===== config.mk =====
export PLATFORM = sky130hd
export DESIGN_NAME = gcbp_subimage_writer
export DESIGN_NICKNAME = d
export VERILOG_FILES = /design/src/rtl/gcbp_subimage_writer.sv
export SDC_FILE = /design/constraint.sdc
export NUM_CORES = 1
export LEC_CHECK = 0
export CORE_ASPECT_RATIO = 0.7
export CORE_UTILIZATION = 42
export DETAILED_ROUTE_END_ITERATION = 8
export PLACE_DENSITY = 0.78
export SYNTH_ARGS = -nofsm -noshare
export SYNTH_HDL_FRONTEND = slang
export SYNTH_SLANG_ARGS = --single-unit
export TNS_END_PERCENT = 10

===== constraint.sdc =====
create_clock -name i_clk -period 3.4 [get_ports i_clk]
set_clock_uncertainty 0.2 [all_clocks]
set_input_delay 0.34 -clock i_clk [delete_from_list [all_inputs] [get_ports i_clk]]
set_output_delay 0.34 -clock i_clk [all_outputs]
set_load 0.1 [all_outputs]

===== src/rtl/gcbp_subimage_writer.sv =====
// Captures the vertical window of each frame's GCBP lines into a ping-pong
// sub-image BRAM and reports complete or corrupt frames to the stabiliser.
module gcbp_subimage_writer #(
  parameter int BRAM_DATA_WIDTH   = 128,
  parameter int C_SUBIMAGE_HEIGHT = 128,
  parameter int C_VERT_OFFSET     = 176,
  parameter int C_LINE_CNT_BITS   = 10
) (
  input  logic                       i_clk,
  input  logic                       i_resetn,
  input  logic                       i_new_frame,
  input  logic                       i_new_line,
  input  logic [BRAM_DATA_WIDTH-1:0] i_gcbp_line,
  input  logic                       i_gcbp_line_valid,
  input  logic [1:0]                 i_hori_subimage_cnt,
  output logic                       o_bram_we,
  output logic [9:0]                 o_bram_addr,
  output logic [BRAM_DATA_WIDTH-1:0] o_bram_wdata,
  output logic                       o_frame_ready,
  output logic                       o_ready_bank,
  output logic                       o_frame_error
);

  typedef enum logic [1:0] {S_IDLE, S_PRE, S_CAPTURE, S_POST} state_t;

  localparam logic [C_LINE_CNT_BITS-1:0] FIRST_LINE = C_LINE_CNT_BITS'(C_VERT_OFFSET);
  localparam logic [C_LINE_CNT_BITS-1:0] END_LINE   = C_LINE_CNT_BITS'(C_VERT_OFFSET + C_SUBIMAGE_HEIGHT);
  localparam logic [C_LINE_CNT_BITS-1:0] CNT_MAX    = '1;
  localparam state_t FRAME_START_STATE = (C_VERT_OFFSET == 0) ? S_CAPTURE : S_PRE;

  state_t                     state, state_next;
  logic [C_LINE_CNT_BITS-1:0] line_cnt, line_cnt_next;
  logic [6:0]                 row;
  logic [3:0]                 mask, mask_next, mask_seen, idx_bit;
  logic                       err, err_next, err_seen;
  logic                       bank;
  logic                       capturing, line_step, valid_acc, dup, window_done, abort;
  logic                       we_next, ready_next, error_next;

  always_comb begin
    line_cnt_next = line_cnt;
    if (i_new_frame) begin
      line_cnt_next = '0;
    end else if (i_new_line && (line_cnt != CNT_MAX)) begin
      line_cnt_next = line_cnt + 1'b1;
    end
  end

  // A valid coincident with i_new_line still belongs to the ending line, so
  // the line check and frame verdict look at the mask including that write.
  assign line_step   = i_new_line & ~i_new_frame;
  assign capturing   = (state == S_CAPTURE);
  assign valid_acc   = capturing & i_gcbp_line_valid;
  assign idx_bit     = 4'b0001 << i_hori_subimage_cnt;
  assign dup         = valid_acc & (|(mask & idx_bit));
  assign mask_seen   = valid_acc ? (mask | idx_bit) : mask;
  assign err_seen    = err | dup | (line_step & (mask_seen != 4'hF));
  assign window_done = capturing & line_step & (line_cnt_next == END_LINE);
  assign abort       = capturing & i_new_frame;
  assign row         = 7'(line_cnt - FIRST_LINE);

  always_ff @(posedge i_clk or negedge i_resetn) begin
    if (!i_resetn) begin
      state    <= S_IDLE;
      line_cnt <= '0;
      mask     <= 4'h0;
      err      <= 1'b0;
    end else begin
      state    <= state_next;
      line_cnt <= line_cnt_next;
      mask     <= mask_next;
      err      <= err_next;
    end
  end

  always_comb begin
    state_next = state;
    case (state)
      S_IDLE, S_POST: begin
        if (i_new_frame) state_next = FRAME_START_STATE;
      end
      S_PRE: begin
        if (i_new_frame) state_next = FRAME_START_STATE;
        else if (line_step && (line_cnt_next == FIRST_LINE)) state_next = S_CAPTURE;
      end
      S_CAPTURE: begin
        if (i_new_frame) state_next = FRAME_START_STATE;
        else if (window_done) state_next = S_POST;
      end
      default: state_next = S_IDLE;
    endcase
  end

  // Mask and error flag only live inside a capture window; an abort or the
  // window end wipes them.
  always_comb begin
    we_next    = valid_acc & ~dup;
    ready_next = window_done & ~err_seen;
    error_next = window_done & err_seen;
    mask_next  = 4'h0;
    err_next   = 1'b0;
    if (capturing && !abort && !window_done) begin
      mask_next = line_step ? 4'h0 : mask_seen;
      err_next  = err_seen;
    end
  end

  always_ff @(posedge i_clk or negedge i_resetn) begin
    if (!i_resetn) begin
      bank          <= 1'b0;
      o_bram_we     <= 1'b0;
      o_bram_addr   <= '0;
      o_bram_wdata  <= '0;
      o_frame_ready <= 1'b0;
      o_ready_bank  <= 1'b0;
      o_frame_error <= 1'b0;
    end else begin
      o_bram_we     <= we_next;
      o_frame_ready <= ready_next;
      o_frame_error <= error_next;
      if (we_next) begin
        o_bram_addr  <= {bank, i_hori_subimage_cnt, row};
        o_bram_wdata <= i_gcbp_line;
      end
      if (ready_next) begin
        o_ready_bank <= bank;
        bank         <= ~bank;
      end
    end
  end

endmodule


==> impl_results.md <==
* Port bufs at 276
* Sink count of the clock tree at 160
* Result of the run: finished clean
* Num rows at 37
* Clock buffers created by TritonCTS at 17
* Post-DR vias/cell at 4.97
* Aggregate negative setup slack at 0 ns
* Max_slew headroom at 31.8%
* Initial core utilization at 43.2%
* Synth Instances at 420
* Routed wirelength normalized by instance count at 16.9 um
* Post-CTS Setup Repair Bufs at 0
* Synth warnings at 0
* Cells along the critical path: ha_1, nand4_1, o21ai_1, mux2i_1, nor4b_4, nand4_1, nor2_1, mux2_1
* Placer Congestion at 0.884
* Number of global-route vias before repair at 4781
* Antenna violations before repair at 0
* Largest delay share family, worst path: simple AND/OR/NAND/NOR gates
* Buffers from clock root to sink, at most at 2
* CTS root buf: sky130_fd_sc_hd__clkbuf_16
* Height of the die at 105 um
* Data arrival at the endpoint of the critical path at 3.16 ns
* Worst path required time at 3.49 ns
* Predominant post-synthesis flop cell: sky130_fd_sc_hd__dfrtp_1
* Hpwl dp at 11400 um
* Core Box Area at 14800 um2
* Post-synthesis net count at 559
* Number of buffer and inverter instances along the worst setup path at 0
* Number of buffers added to fix hold violations after cts at 1
* Endpoints failing hold at 0
* # IOs at 277
* Worst min-delay path class: reg2reg
* CTS clock-pin slew for the worst setup and hold paths at 0.07 ns
* Total Die Area at 15700 um2
* Maximum number of pins on one net before global-route repair at 84
* Detailed-route DRC error count at 0
* Final setup fails at 0
* Clock latency on the worst-skew pair at 0.42 ns
* Number of nets still failing antenna checks after routing at 0
* Worst-case register-to-register setup slack at 0.33 ns
* Cell variety after synth at 49
* Fraction of layout cells with a size suffix above 1 at 22.8%
* Total global routing track utilization at 20.4%
* Time the final worst path needs with I/O delays and setup at 3.07 ns
* Crit path largest cell delay at 0.47 ns
* Post_cts resized at 0
* Nature of the critical path endpoint: flop
* Width of the die at 149 um
* WS Path Type: reg2reg
* Wire length of the first global-routing pass at 24600 um
* Number of synthesized register bits at 160
* Async set-or-reset flop fraction in the synthesized netlist at 100%
* Iteration-0 DRC Markers at 172
* Max_cap viols at 0
* Number of flops mapped to enable cells by yosys at 0
* Fraction of the yosys area taken by sequential cells at 62.8%
* Startpoint types: flop
* Cell type of the slowest stage on the worst timing path: sky130_fd_sc_hd__dfrtp_1
* Most prevalent standard cell on the critical path: sky130_fd_sc_hd__nand4_1
* Measured slew at the worst slew-check pin at 1.02 ns
* Crit path max fanout at 6
* RSZ-0062 raised after global routing: no
* Antenna cell count at 0
* Final Cycle Share at 90.3%
* Average instance area after synthesis at 15.2 um2
* Total via count after detailed routing at 4525
* Post-synth design cell area at 6380 um2
* Layout Nets at 842
* Number of search-and-repair iterations in the first detailed-routing pass at 4
* Area growth syn-to-layout at 55.5%
* H-tree depth at 4
* Clock tree from TritonCTS: built
* Routed wire length at 15400 um
* FMAX at 326 MHz
* Pins over their slew limit at 0
* Total global routing overflow at 0
[per-stage QoR]
stage / hold WS [ns] / setup slack [ns] / std cells / utilization (%) / instance area [um2]
finish: 0.287 / 0.329 / 911 / 67.2 / 9920
global route: 0.309 / 0.0567 / 911 / 67.2 / 9920
CTS: 0.293 / 0.340 / 911 / 67.2 / 9920
detailed placement: 0.216 / 0.200 / 878 / 63.5 / 9380
global placement: 0.200 / 0.342 / 878 / 63.5 / 9380
floorplan: -0.156 / 0.560 / 420 / - / 6380
[cells by family after synthesis]
logic type                 after synthesis  share of synthesized area [%]
DFF                                    160                           62.8
muxes                                  141                           25.0
and+or+nand+nor                         53                           5.39
AOI/OAI and AO/OA                       33                           3.75
buffers and inverters                   25                           1.75
xor gates and xnor gates                 4                          0.549
adders and majority gates                4                          0.784
[sequential cells by signal, indices dropped and copies added, names as in the netlist]
signal         flops
bank               1
err                1
line_cnt          10
mask               4
o_bram_addr       10
o_bram_wdata     128
o_bram_we          1
o_frame_error      1
o_frame_ready      1
o_ready_bank       1
state              2
[final cells by class]
| type | count | area [um2] |
|---|---|---|
| fillers | 1047 | 4850 |
| flip-flops and latches | 160 | 4000 |
| repair buffers | 283 | 2840 |
| multi-input cells | 235 | 2270 |
| clock buffers | 18 | 429 |
| well taps | 195 | 244 |
| clock inverters | 14 | 106 |
| inverters | 6 | 22.5 |
[per-layer routing]
metal	up-vias	track usage [%]	part of all wire, %
li1	2082	-	-
met2	198	33.6	49
met4	0	6.20	1.1
met3	16	7.25	8.5
met1	2229	25.2	41
met5	-	0	0
[placed cells by master (no fill, tap or decap), types with 5 or more instances in the layout]
| cell type | netlist | routed |
|---|---|---|
| sky130_fd_sc_hd__clkdlybuf4s50_1 | 0 | 275 |
| sky130_fd_sc_hd__dfrtp_1 | 160 | 160 |
| sky130_fd_sc_hd__mux2_2 | 115 | 115 |
| sky130_fd_sc_hd__mux2_1 | 23 | 23 |
| sky130_fd_sc_hd__clkbuf_16 | 0 | 17 |
| sky130_fd_sc_hd__nor2_1 | 11 | 10 |
| sky130_fd_sc_hd__a21oi_1 | 8 | 8 |
| sky130_fd_sc_hd__inv_1 | 6 | 6 |
| sky130_fd_sc_hd__nor3_1 | 5 | 5 |
| sky130_fd_sc_hd__inv_6 | 0 | 5 |
[cell usage after synthesis, types with 2 or more instances]
cell | instances | area, um2
sky130_fd_sc_hd__o31ai_1 | 4 | 30.0
sky130_fd_sc_hd__nor3b_1 | 2 | 15.0
sky130_fd_sc_hd__ha_1 | 4 | 50.1
sky130_fd_sc_hd__o21ai_0 | 4 | 20.0
sky130_fd_sc_hd__and3_4 | 2 | 22.5
sky130_fd_sc_hd__o21a_1 | 2 | 15.0
sky130_fd_sc_hd__nand3_1 | 4 | 20.0
sky130_fd_sc_hd__buf_2 | 2 | 10.0
sky130_fd_sc_hd__mux2_1 | 23 | 259
sky130_fd_sc_hd__nor2_1 | 11 | 41.3
sky130_fd_sc_hd__clkbuf_1 | 13 | 48.8
sky130_fd_sc_hd__dfrtp_1 | 160 | 4000
sky130_fd_sc_hd__a211oi_2 | 2 | 25.0
sky130_fd_sc_hd__a41o_1 | 2 | 20.0
sky130_fd_sc_hd__buf_6 | 2 | 22.5
sky130_fd_sc_hd__nor2b_1 | 3 | 18.8
sky130_fd_sc_hd__a22oi_1 | 2 | 15.0
sky130_fd_sc_hd__and4_1 | 3 | 26.3
sky130_fd_sc_hd__inv_1 | 6 | 22.5
sky130_fd_sc_hd__buf_1 | 2 | 7.51
sky130_fd_sc_hd__a21oi_1 | 8 | 40.0
sky130_fd_sc_hd__nand2b_1 | 3 | 18.8
sky130_fd_sc_hd__nand2_1 | 3 | 11.3
sky130_fd_sc_hd__nand4_1 | 4 | 25.0
sky130_fd_sc_hd__and2_1 | 4 | 25.0
sky130_fd_sc_hd__xor2_1 | 3 | 26.3
sky130_fd_sc_hd__mux2_2 | 115 | 1290
sky130_fd_sc_hd__mux2i_1 | 2 | 20.0
sky130_fd_sc_hd__nor3_1 | 5 | 25.0
[final timing paths]
path                                                 endpoint                          from  depth (start not counted)
worst min-delay path             o_bram_wdata[63]$_DFFE_PN0P_  o_bram_wdata[63]$_DFFE_PN0P_                          1
worst min register to register   o_bram_wdata[63]$_DFFE_PN0P_  o_bram_wdata[63]$_DFFE_PN0P_                          1
min in group asynchronous       o_bram_wdata[125]$_DFFE_PN0P_                      i_resetn                          2
worst max-delay path                 o_ready_bank$_DFFE_PN0P_         line_cnt[4]$_DFF_PN0_                          8
max in group asynchronous        o_bram_wdata[20]$_DFFE_PN0P_                      i_resetn                          3
worst max register to register       o_ready_bank$_DFFE_PN0P_         line_cnt[4]$_DFF_PN0_                          8
Power is left out: the tool's default activity adds up to more than one toggle a clock period on the data nets, which glitch-free logic cannot reach.
